==> src/rtl/tile_render_pkg.sv <==
// Shared types, constants and the exponent-to-digit table for the tile digit renderer.
// DOUBLE_WIDTH_EN: when defined, every glyph bit spans two pixels (DW = 32).
package tile_render_pkg;

    typedef logic [3:0] digit_t;

    localparam int GLYPH_W    = 16;
    localparam int MAX_DIGITS = 4;
    localparam int MAX_EXP    = 11;

`ifdef DOUBLE_WIDTH_EN
    localparam int PIX_REP = 2;
`else
    localparam int PIX_REP = 1;
`endif
    localparam int DW = GLYPH_W * PIX_REP;

    typedef enum logic [1:0] {IDLE, FETCH, WAIT, RUN} fsm_state_t;

    // d[0] is the most significant digit; unused slots are zero
    typedef struct packed {
        logic [2:0]                count;
        digit_t [MAX_DIGITS-1:0]   d;
    } digits_t;

    function automatic digits_t exp_to_digits(input logic [3:0] e);
        digits_t     r;
        logic [15:0] bcd;
        logic [2:0]  n;
        case (e)
            4'd1:    begin n = 3'd1; bcd = 16'h2000; end
            4'd2:    begin n = 3'd1; bcd = 16'h4000; end
            4'd3:    begin n = 3'd1; bcd = 16'h8000; end
            4'd4:    begin n = 3'd2; bcd = 16'h1600; end
            4'd5:    begin n = 3'd2; bcd = 16'h3200; end
            4'd6:    begin n = 3'd2; bcd = 16'h6400; end
            4'd7:    begin n = 3'd3; bcd = 16'h1280; end
            4'd8:    begin n = 3'd3; bcd = 16'h2560; end
            4'd9:    begin n = 3'd3; bcd = 16'h5120; end
            4'd10:   begin n = 3'd4; bcd = 16'h1024; end
            4'd11:   begin n = 3'd4; bcd = 16'h2048; end
            default: begin n = 3'd0; bcd = 16'h0000; end
        endcase
        r.count = n;
        r.d     = '0;
        for (int i = 0; i < MAX_DIGITS; i++) begin
            r.d[i] = bcd[15-4*i -: 4];
        end
        return r;
    endfunction

endpackage

==> src/rtl/glyph_shifter.sv <==
// Glyph row double buffer: holds the prefetched row, shifts it out MSB first with
// optional bit repeat, and flags pixels consumed before their row arrived.
module glyph_shifter
    import tile_render_pkg::*;
(
    input  logic               clk,
    input  logic               rst,
    input  logic               clear,
    input  logic               cap,
    input  logic [GLYPH_W-1:0] cap_row,
    input  logic               consume,
    output logic               load,
    output logic               pix,
    output logic               underrun
);
    localparam int SW = $clog2(DW + 1);
    localparam int RW = $clog2(PIX_REP + 1);

    logic [GLYPH_W-1:0] nbuf_q;
    logic [GLYPH_W-1:0] shreg_q;
    logic               nbuf_vld_q;
    logic [SW-1:0]      slots_q;
    logic [RW-1:0]      rep_q;
    logic               need_load;
    logic               rep_done;

    // shreg_q[MSB] is the bit currently on screen; rep_q counts its repeats so far
    always_comb begin
        need_load = (slots_q == '0);
        rep_done  = (rep_q == RW'(PIX_REP));
        load      = consume && need_load && nbuf_vld_q;
        pix       = 1'b0;
        if (consume) begin
            if (need_load)     pix = nbuf_vld_q & nbuf_q[GLYPH_W-1];
            else if (rep_done) pix = shreg_q[GLYPH_W-2];
            else               pix = shreg_q[GLYPH_W-1];
        end
    end

    always_ff @(posedge clk or posedge rst) begin
        if (rst) begin
            nbuf_q     <= '0;
            shreg_q    <= '0;
            nbuf_vld_q <= 1'b0;
            slots_q    <= '0;
            rep_q      <= '0;
            underrun   <= 1'b0;
        end else if (clear) begin
            nbuf_q     <= '0;
            shreg_q    <= '0;
            nbuf_vld_q <= 1'b0;
            slots_q    <= '0;
            rep_q      <= '0;
            underrun   <= 1'b0;
        end else begin
            underrun <= consume && need_load && !nbuf_vld_q;
            if (consume) begin
                if (need_load) begin
                    // an unloaded glyph stays pending so it starts as soon as data lands
                    if (nbuf_vld_q) begin
                        shreg_q <= nbuf_q;
                        slots_q <= SW'(DW - 1);
                        rep_q   <= RW'(1);
                    end
                end else begin
                    slots_q <= slots_q - SW'(1);
                    if (rep_done) begin
                        shreg_q <= shreg_q << 1;
                        rep_q   <= RW'(1);
                    end else begin
                        rep_q   <= rep_q + RW'(1);
                    end
                end
            end
            if (cap) begin
                nbuf_q     <= cap_row;
                nbuf_vld_q <= 1'b1;
            end else if (load) begin
                nbuf_vld_q <= 1'b0;
            end
        end
    end

endmodule

==> src/rtl/tile_digit_renderer.sv <==
// Tile digit renderer: expands a tile exponent into centred decimal glyphs and streams
// one scanline of font pixels. Define DOUBLE_WIDTH_EN for two-pixel-wide glyph bits.
module tile_digit_renderer #(
    parameter int TILE_W  = 128,
    parameter int GLYPH_W = 16,
    parameter int VCNT_W  = 12
) (
    input  logic               clk,
    input  logic               rst,
    input  logic               line_start,
    input  logic [3:0]         tile_exp,
    input  logic [VCNT_W-1:0]  glyph_row,
    input  logic               pix_en,
    output logic [3:0]         font_number,
    output logic [VCNT_W-1:0]  font_v_cnt,
    input  logic [GLYPH_W-1:0] font_row,
    output logic               pixel_on,
    output logic               busy,
    output logic               underrun
);
    import tile_render_pkg::*;

    localparam int PW = $clog2(TILE_W) + 1;

    fsm_state_t              state_q, state_d;
    digits_t                 dec;
    digit_t [MAX_DIGITS-1:0] digits_q;
    logic [2:0]              ndig_q, idx_q, idx_d, next_idx;
    logic [VCNT_W-1:0]       row_q;
    logic [PW-1:0]           pcnt_q, lead_q, gend_q, lead_d, glen_d;
    logic                    consume, in_glyph, last_pix, cap, sh_load, sh_pix_p0;

    assign busy = (state_q != IDLE);

    always_comb begin
        dec      = exp_to_digits(tile_exp);
        glen_d   = PW'(int'(dec.count) * DW);
        lead_d   = PW'((TILE_W - int'(dec.count) * DW) / 2);
        consume  = busy && pix_en && !line_start;
        in_glyph = (pcnt_q >= lead_q) && (pcnt_q < gend_q);
        last_pix = (pcnt_q == PW'(TILE_W - 1));
        next_idx = idx_q + 3'd1;
    end

    always_ff @(posedge clk or posedge rst) begin
        if (rst) begin
            state_q <= IDLE;
            idx_q   <= '0;
        end else begin
            state_q <= state_d;
            idx_q   <= idx_d;
        end
    end

    // A shifter load frees the next-buffer, which immediately triggers the next digit fetch
    always_comb begin
        state_d = state_q;
        idx_d   = idx_q;
        cap     = 1'b0;
        case (state_q)
            IDLE:    ;
            FETCH:   state_d = WAIT;
            WAIT:    begin cap = 1'b1; state_d = RUN; end
            RUN:     if (sh_load && (next_idx < ndig_q)) begin
                         state_d = FETCH;
                         idx_d   = next_idx;
                     end
            default: state_d = IDLE;
        endcase
        if (consume && last_pix) state_d = IDLE;
        if (line_start) begin
            idx_d   = '0;
            state_d = (dec.count != 3'd0) ? FETCH : RUN;
        end
    end

    always_ff @(posedge clk or posedge rst) begin
        if (rst) begin
            digits_q    <= '0;
            ndig_q      <= '0;
            row_q       <= '0;
            pcnt_q      <= '0;
            lead_q      <= '0;
            gend_q      <= '0;
            font_number <= '0;
            font_v_cnt  <= '0;
            pixel_on    <= 1'b0;
        end else begin
            if (line_start) begin
                digits_q <= dec.d;
                ndig_q   <= dec.count;
                row_q    <= glyph_row;
                pcnt_q   <= '0;
                lead_q   <= lead_d;
                gend_q   <= lead_d + glen_d;
                pixel_on <= 1'b0;
            end else if (consume) begin
                pcnt_q   <= pcnt_q + PW'(1);
                pixel_on <= in_glyph && sh_pix_p0;
            end else if (state_q == IDLE) begin
                pixel_on <= 1'b0;
            end
            // ROM request is held between fetches so a blank line leaves it untouched
            if (state_d == FETCH) begin
                font_number <= line_start ? dec.d[0] : digits_q[idx_d[1:0]];
                font_v_cnt  <= line_start ? glyph_row : row_q;
            end
        end
    end

    glyph_shifter u_shifter (
        .clk      (clk),
        .rst      (rst),
        .clear    (line_start),
        .cap      (cap),
        .cap_row  (font_row),
        .consume  (consume && in_glyph),
        .load     (sh_load),
        .pix      (sh_pix_p0),
        .underrun (underrun)
    );

endmodule

==> config.mk <==
export PLATFORM = sky130hd
export DESIGN_NAME = tile_digit_renderer
export DESIGN_NICKNAME = d
export VERILOG_FILES = /design/src/rtl/tile_render_pkg.sv /design/src/rtl/glyph_shifter.sv /design/src/rtl/tile_digit_renderer.sv
export SDC_FILE = /design/constraint.sdc
export NUM_CORES = 1
export LEC_CHECK = 0
export CAP_MARGIN = 20
export CORE_MARGIN = 2
export CORE_UTILIZATION = 57
export DETAILED_ROUTE_END_ITERATION = 16
export PLACE_DENSITY = 0.85
export SYNTH_ARGS = -nofsm -noshare
export SYNTH_HDL_FRONTEND = slang
export SYNTH_SLANG_ARGS = --single-unit
==> constraint.sdc <==
create_clock -name clk -period 5.5 [get_ports clk]
set_input_delay 1.65 -clock clk [delete_from_list [all_inputs] [get_ports clk]]
set_output_delay 1.65 -clock clk [all_outputs]
set_load 0.02 [all_outputs]
## Word-level counts from Yosys, hierarchy flattened

Memory sizes are Yosys's and may differ from the RTL's.
Cells that the tools add are included.
W data, S select, Z words.

- Register bits: 117
- Memory bits (read-only): 240
- Bits of input ports: 36
- Output and inout port bits: 19
- Logic and storage cells: 109
- Memories kept: 1

- $add $sub $neg: 7
- Order comparisons: 4
- Equality and inequality tests: 6
- Muxes and demuxes: 41
- Bitwise gates (word level): 2
- Reductions and logical operators: 27

Memory list:

| memory | words | width | rd ports | clocked after Yosys merged registers in | write ports | line | source |
|---|---|---|---|---|---|---|---|
| (no name shown) | 16 | 15 | 1 | 0 | 0 | tile_render_pkg.sv:30 | `case (e)` |

Operators with widths:

| cell | count |
|---|---|
| $mux W16 | 7 |
| $mux W5 | 4 |
| $mux W1 | 16 |
| $mux W8 | 2 |
| $mux W12 | 1 |
| $reduce_bool A2 Y1 | 6 |
| $reduce_bool A3 Y1 | 4 |
| $logic_and A1 B1 Y1 | 10 |
| $mux W3 | 3 |
| $sub A8 B7 Y9 const A | 1 |
| $add A8 B1 Y8 | 1 |
| $add A8 B1 Y8 const B | 1 |
| $add A8 B7 Y8 | 1 |
| $bmux W4 S2 | 1 |
| $eq A8 B7 Y1 const B | 1 |
| $ge A8 B8 Y1 | 1 |
| $lt A8 B8 Y1 | 1 |
| $mux W2 | 4 |
| $mux W4 | 2 |
| $pmux W2 S3 | 1 |
| $logic_not A5 Y1 | 1 |
| $sub A5 B1 Y5 const B | 1 |
| $eq A2 B1 Y1 const B | 2 |
| $eq A2 B2 Y1 const B | 2 |
| 10 further kinds | 13 |

## Longest topological paths before layout

Gate-level depths: netlist of the first run.

- Depth in word-level cells: 13
- Gate-level depth with buffers: 14
- Depth with buffers taken out: 14

## Cells and area by module

A second synthesis of the first run with hierarchy kept.

- Cell total of the unflattened synthesis: 497
- Area, all modules: 5,250.0 um^2

By module, submodules not included:

| module | instances | cells each | area an instance (um^2) | sequential area each (um^2) |
|---|---|---|---|---|
| tile_digit_renderer | 1 | 304 | 3,285.7 | 1,576.5 |
| glyph_shifter | 1 | 193 | 1,964.4 | 1,001.0 |

## Least setup slack after synthesis of the first run

OpenSTA, ideal clock, no wires.

- Path type: input port to flip-flop
- From: input tile_exp[3]
- To: register gend_q[6]
- Library setup time: 0.083 ns
- Arrival time: 3.510 ns
- Data required time: 5.417 ns
- Slack: 1.907 ns
- Cell stages on the path: 11
- Buffers on the path: 1
- Cells stage by stage: clkbuf_1 nor2_1 nor2_1 ha_1 ha_1 xnor2_1 ha_1 nor3_1 xnor2_1 nand2_1 o21ai_0

- Cells in the longest elaborated chain, start to end: 5

RTL lines:

| element | line | source |
|---|---|---|
| start: declaration | tile_digit_renderer.sv:11 | `input logic [3:0] tile_exp,` |
| $mem_v2 Z16 W15 * | -- |  |
| $sub A8 B7 Y9 * | tile_digit_renderer.sv:38 | `lead_d = PW'((TILE_W - int'(dec.count) * DW) / 2);` |
| $and A1 B1 Y1 (no source line) | -- |  |
| $add A8 B1 Y8 (no source line) * | -- |  |
| net lead_d[5] | tile_digit_renderer.sv:30 | `logic [PW-1:0] pcnt_q, lead_q, gend_q, lead_d, glen_d;` |
| $add A8 B7 Y8 * | tile_digit_renderer.sv:95 | `gend_q <= lead_d + glen_d;` |
| end signal: assignment | tile_digit_renderer.sv:95 |  |
| end: declaration | tile_digit_renderer.sv:30 |  |

Mark *: on every way through the listed nets, which the timed path passes. The rest lies on a longest branch.
A chain may end at the register's enable or synchronous reset.

## Worst setup path after layout of the first run

- From: input tile_exp[2]
- To: register gend_q[6]

Same word-level chain as after synthesis.

==> results of run 1 <==
## where the power goes
group | internal (uW) | total [uW] | switching (uW)
sequential | 829 | 865 | 36.7
clock | 185 | 461 | 275
combinational | 150 | 324 | 174
total | 1160 | 1650 | 486
## layout make-up
class	count	area [sq um]	share of cell area
flip-flops and latches	104	2600	0.444
multi-input cells	322	2240	0.382
repair buffers	60	581	0.0990
clock buffers	11	141	0.0241
well taps	108	135	0.0231
inverters	30	115	0.0196
clock inverters	5	50.0	0.00854
## registers in the layout (all words and copies together), names as in the netlist
register and cells:
u_shifter.rep_done 1, u_shifter.nbuf_q 16, pcnt_q 8, ndig_q 3, lead_q 3, u_shifter.shreg_q 16
u_shifter.slots_q 5, idx_q 3, font_number 4, u_shifter.nbuf_vld_q 1, state_q 2, digits_q 12
gend_q 4, pixel_on 1, font_v_cnt 12, u_shifter.underrun 1, row_q 12
## per-layer routing
metal	routed length (um)	up-vias	part of all wire	GRT usage
met1	4830	1881	0.43	0.311
met5	0	-	0	0
met2	5580	99	0.50	0.398
li1	-	1778	-	-
met3	635	16	0.057	0.0601
met4	168	0	0.015	0.0959
## logic make-up after synthesis
family / synth area share
DFF: 0.515
and+or+nand+nor: 0.138
adders and majority gates: 0.0619
xor gates and xnor gates: 0.0208
AOI/OAI and AO/OA: 0.158
buffers and inverters: 0.0428
muxes: 0.0636
## worst max-delay path: cells and delay by family
family,cells,cell delay [ns]
XOR/XNOR,2,0.30
adder cells (fa/ha/maj),3,0.70
buffers and inverters,2,0.71
AO/OA/AOI/OAI,1,0.08
AND/OR/NAND/NOR,5,0.95
## synth_stat cells (2+ instances only)
master,instances
dfrtp_1,104
nor2_1,48
o211ai_1,6
and3_1,2
o2bb2ai_1,2
nand3_1,13
buf_1,5
nand2b_1,3
ha_1,25
a21oi_1,15
xnor2_1,6
clkbuf_1,14
mux2_2,22
o31ai_1,4
inv_1,30
mux2i_1,4
mux2_1,3
buf_2,2
a211oi_1,2
a21o_1,3
or3_1,2
nand4_1,4
a22o_1,17
nor3_1,3
o22a_1,2
a311oi_1,15
nor2b_1,3
nand2_1,62
o21ai_0,18
buf_4,3
xor2_1,6
nand3b_1,2
a211o_1,2
a31oi_1,2
## cell usage in the layout, fill, tap and decap left out, types with 3 or more instances in the layout
| master | Yosys | layout |
|---|---|---|
| nor2_1 | 48 | 48 |
| nor3_1 | 3 | 3 |
| mux2_1 | 3 | 3 |
| nand2_1 | 62 | 62 |
| clkdlybuf4s50_1 | 0 | 53 |
| xor2_1 | 6 | 6 |
| o31ai_1 | 4 | 4 |
| clkbuf_8 | 0 | 10 |
| inv_1 | 30 | 29 |
| nand3_1 | 13 | 13 |
| nand4_1 | 4 | 4 |
| o21ai_0 | 18 | 18 |
| o211ai_1 | 6 | 6 |
| xnor2_1 | 6 | 6 |
| dfrtp_1 | 104 | 104 |
| a311oi_1 | 15 | 15 |
| mux2_2 | 22 | 22 |
| nand2b_1 | 3 | 3 |
| a21oi_1 | 15 | 15 |
| a21o_1 | 3 | 3 |
| buf_4 | 3 | 6 |
| nor2b_1 | 3 | 3 |
| ha_1 | 25 | 25 |
| a22o_1 | 17 | 17 |
| mux2i_1 | 4 | 4 |
## worst min path at each step
stage / startpoint / to / slack [ns] / cells past startpoint
6_report: digits_q[3] / digits_q[3] / 0.48 / 2
5_1_grt: row_q[6] / row_q[6] / 0.52 / 1
4_1_cts: digits_q[3] / digits_q[3] / 0.49 / 2
3_5_place_dp: digits_q[3] / digits_q[3] / 0.46 / 2
3_3_place_gp: digits_q[3] / digits_q[3] / 0.46 / 2
2_1_floorplan: digits_q[3] / digits_q[3] / 0.44 / 2
## stage by stage
step | util | instance area, sq um
after floorplan | - | 5060
after global placement | 0.653 | 5670
after detailed placement | 0.653 | 5670
after CTS | 0.675 | 5860
after global routing | 0.675 | 5860
final | 0.675 | 5860
==> flow_summary.yaml, run 1 <==
pwr:
  max-vdd-ir-drop_mv: 0.203
  powerDensity_nw_per_um2: 281
  total_leakage_power_uw: 0.00259
  p_total_uw: 1650
flow_run:
  cap_violations: 0
die:
  dieArea_sq_um: 9640
  dieWidth_um: 98.2
  die_h_um: 98.2
  start_util: 0.583
  rows: 34
  ios: 55
  design.core.area_sq_um: 8680
placed_design:
  dp_hpwl_mm: 7.83
  port_buffers: 54
  place.gp.congestion: 0.838
  place_ws_ns: 1.04
  place_inst: 624
clocking:
  postCtsSetupBuffers: 0
  cts_hold_buffers: 0
  clkTransAtPathRegs_ns: 0.10
  cts_buffers: 9
  numClockSinks: 104
  cts_resized: 0
  insertion_delay_ns: 0.37
  htreeDepth: 3
  root_buffer: "clkbuf_8"
  cts_buffer_depth: 2
  cts_tree: "built"
sta:
  clock.fmax_mhz: 244
  slew_headroom: 0.370
  setup_viol: 0
  worst_pin_slew_ns: 0.945
  finalSetupTns_ns: 0
  drv_slew: 0
  holdWs_ns: 0.483
  rsz0062_at_grt: "no"
  period_share: 0.745
  fin_skew_ns: 0.0213
  fin_ws_ns: 1.40
  finalCriticalPeriod_ns: 4.10
  final_hold_viol_count: 0
critical_path:
  endpoint: "gend_q[6]"
  r2r_start: "pcnt_q[4]"
  path_max_fanout: 6
  slowest_delay_ns: 0.58
  crit_top_cell: "ha_1"
  criticalPathCategory: "in2reg"
  crit_path_end_kind: "flop"
  crit_start: "tile_exp[2]"
  startpoint_type: "input pin"
  cp.arrival_ns: 4.39
  r2r_end: "u_shifter.shreg_q[2]"
  crit_required_ns: 5.79
  ff2ff_setup_slack_ns: 2.45
  slowest_stage: "clkdlybuf4s50_1"
  crit_path_cell_trace: "clkdlybuf4s50_1 > inv_1 > nand2_1 > nor2_1 > nor2_1 > ha_1 > ha_1 > xnor2_1 > ha_1 > nor3_1 > xnor2_1 > nand2_1 > o21ai_0"
  rr_worst_depth: 8
logic_synthesis:
  ys_seq_elements: 104
  synthTopCellsByArea: "dfrtp_1 51%, ha_1 6.2%, mux2_2 4.9%"
  synth-async-reset-ratio: 1.00
  syn_avg_cell_area_sq_um: 10.5
  synth_fp_nets: 541
  synth_area_leader_cell: "dfrtp_1"
  ys_seq_area_frac: 0.515
  yosys_warnings: 0
  ys_types: 60
  synth_edf_count: 0
  netlist_instances: 480
  synth_flop_cell: "dfrtp_1"
  netlist_area_sq_um: 5060
  yosys.area.top_type_share: 0.515
finish:
  drive_gt1_frac: 0.109
  fillers: 677
  stdcell_count: 640
  fin_nets: 588
  antenna_cells: 0
  synthToLayoutAreaGrowth_pct: 15.9
detailed_routing:
  wire_per_inst_um: 17.5
  viasPerCell: 5.90
  antenna_left: 0
  detail_route.iter0.violations: 240
  dr.pass1.iters: 4
  routed_wirelength_mm: 11.2
  vias: 3774
  drc: 0
grt:
  grt_pass1_vias: 3985
  grt_pass1_wl_mm: 18.9
  gr-usage-all-layers: 0.242
  antenna_found_initial: 0
  grt_overflow_total: 0
  grt_max_degree: 80
outcome:
  outcome: "finished, final reports clean"
worst_hold_path:
  hp-class: "reg2reg"
Power figures use the tool's default switching activity.
==> run 2, diff against run 1 <==
--- a/config.mk
+++ b/config.mk
@@ -7,9 +7,9 @@
 export LEC_CHECK = 0
 export CAP_MARGIN = 20
 export CORE_MARGIN = 2
-export CORE_UTILIZATION = 57
+export CORE_UTILIZATION = 51
 export DETAILED_ROUTE_END_ITERATION = 16
-export PLACE_DENSITY = 0.85
+export PLACE_DENSITY = 0.81
 export SYNTH_ARGS = -nofsm -noshare
 export SYNTH_HDL_FRONTEND = slang
 export SYNTH_SLANG_ARGS = --single-unit
==> constraint.sdc (replaced) <==
create_clock -name clk -period 3.6 [get_ports clk]
set_input_delay 1.08 -clock clk [delete_from_list [all_inputs] [get_ports clk]]
set_output_delay 1.08 -clock clk [all_outputs]
set_load 0.02 [all_outputs]
==> run 2 against run 1 <==
Worst hold slack better by 0.0054 ns. Combinational power up 57%. Critical endpoint unchanged. Utilization down 5.1 points.
==> flow_summary.yaml, run 2 (synthesized netlist as in run 1, its figures left out) <==
pwr:
  max-vdd-ir-drop_mv: 0.274
  p_sw_uw: 738
  power_frac_seq: 0.522
  p_clk_frac: 0.277
  powerDensity_nw_per_um2: 419
  pwr-share-comb: 0.201
  p_int_uw: 1790
  p_sw_frac: 0.292
  total_leakage_power_uw: 0.00268
detailed_routing:
  vias: 3784
  viasPerCell: 5.57
  dr_wl_met3_um: 597
  antenna_left: 0
  drc: 0
  dr.pass1.iters: 5
  detail_route.iter0.violations: 190
  wirelength_met1_mm: 4.74
  routed.top_layer: "met4"
  routed_wirelength_mm: 10.7
  wire_per_inst_um: 15.7
  dr_wl_met2_mm: 5.13
grt:
  grt_pass1_wl_mm: 18.4
  grt_max_degree: 52
  gr-usage-all-layers: 0.210
  antenna_found_initial: 0
  grt_overflow_total: 0
  grt_pass1_vias: 3886
die:
  dieWidth_um: 104
  design.core.area_sq_um: 9680
  dieArea_sq_um: 10700
  die_h_um: 104
  start_util: 0.522
  ios: 55
  rows: 36
critical_path:
  crit_path_end_kind: "flop"
  slowest_delay_ns: 0.51
  criticalPathCategory: "in2reg"
  startpoint_type: "input pin"
  path_max_fanout: 3
  crit_top_cell: "ha_1"
  crit_required_ns: 3.89
  path_delay_family: "adder cells"
  crit_path_cell_trace: "clkdlybuf4s50_1 > inv_1 > ha_1 > nand2_1 > o21ai_0 > nor2_1 > nor2_1 > ha_1 > ha_1 > xnor2_1 > ha_1 > nor3_1 > xnor2_1 > nand2_1 > o21ai_0"
  cp.arrival_ns: 3.56
  slowest_stage: "clkdlybuf4s50_1"
  crit_buf_inv: 2
clocking:
  numClockSinks: 104
  clkTransAtPathRegs_ns: 0.10
  postCtsSetupBuffers: 0
  cts_hold_buffers: 0
  insertion_delay_ns: 0.38
  cts_tree: "built"
  htreeDepth: 3
  cts_buffer_depth: 2
  root_buffer: "clkbuf_8"
  cts_buffers: 9
  cts_resized: 0
sta:
  clock.fmax_mhz: 305
  slew_headroom: 0.541
  drv_slew: 0
  rsz0062_at_grt: "no"
  setup_viol: 0
  worst_pin_slew_ns: 0.689
  finalCriticalPeriod_ns: 3.27
  period_share: 0.909
  fin_skew_ns: 0.0173
  final_hold_viol_count: 0
finish:
  fillers: 797
  fin_nets: 602
  final_common_cell: "dfrtp_1"
  stdcell_count: 679
  synthToLayoutAreaGrowth_pct: 19.6
  mostFrequentLayoutCells: "104 x dfrtp_1, 62 x nand2_1, 53 x clkdlybuf4s50_1, 48 x nor2_1, 29 x inv_1"
  antenna_cells: 0
  largestRegisters: "u_shifter.nbuf_q x16, u_shifter.shreg_q x16"
  drive_gt1_frac: 0.132
  stdcell_area_sq_um: 6050
placed_design:
  place_inst: 663
  dpl_cell_area_sq_um: 5860
  port_buffers: 54
  dp_hpwl_mm: 7.64
  place.gp.congestion: 0.876
outcome:
  outcome: "finished, final reports clean"
worst_hold_path:
  hp-class: "reg2reg"
flow_run:
  cap_violations: 0
==> run 2: final cells by class <==
cell class | count | area [sq um] | area share
clock inverters | 5 | 46.3 | 0.00766
multi-input cells | 322 | 2240 | 0.370
well taps | 133 | 166 | 0.0275
clock buffers | 11 | 141 | 0.0234
inverters | 30 | 116 | 0.0192
repair buffers | 74 | 736 | 0.122
flip-flops and latches | 104 | 2600 | 0.430
==> run 2: metrics by stage <==
stage / hold WS (ns) / util / TNS (ns) / setup WS, ns / total power [uW]
floorplan: 0.437 / - / 0 / 0.577 / 1620
global placement: 0.449 / 0.605 / 0 / 0.0724 / 1830
detailed placement: 0.466 / 0.605 / -0.505 / -0.0573 / 1850
CTS: 0.489 / 0.624 / 0 / 0.320 / 2550
global route: 0.512 / 0.624 / 0 / 0.120 / 2650
finish: 0.488 / 0.624 / 0 / 0.326 / 2530
==> run 2: worst paths after layout <==
| kind | from | end | cells after the start | slack, ns |
|---|---|---|---|---|
| max | tile_exp[1] | gend_q[6] | 15 | 0.33 |
| min | digits_q[3] | digits_q[3] | 2 | 0.49 |
| max reg2reg | idx_q[0] | font_number[2] | 10 | 0.65 |
| min reg2reg | digits_q[3] | digits_q[3] | 2 | 0.49 |
| max in group asynchronous | rst | pcnt_q[4] | 3 | 1.88 |
| min in group asynchronous | rst | font_v_cnt[3] | 2 | 1.10 |
==> run 2: metal layers <==
metal | up-vias | track usage
met5 | - | 0
met4 | 0 | 0.0734
met3 | 17 | 0.0573
met2 | 96 | 0.338
met1 | 1859 | 0.276
li1 | 1812 | -
==> run 2: power by group through the flow <==
stage          Combinational, uW  Sequential, uW  Clock [uW]
2_1_floorplan                237            1390           0
3_3_place_gp                 496            1340           0
3_5_place_dp                 511            1340           0
4_1_cts                      515            1320         709
5_1_grt                      558            1330         758
6_report                     508            1320         702
==> run 2: tightest hold or removal path, stage by stage, from the launching register on <==
cell and delay [ns]:
dfrtp_1 0.33, nand2_1 0.06, nand2_1 0.06
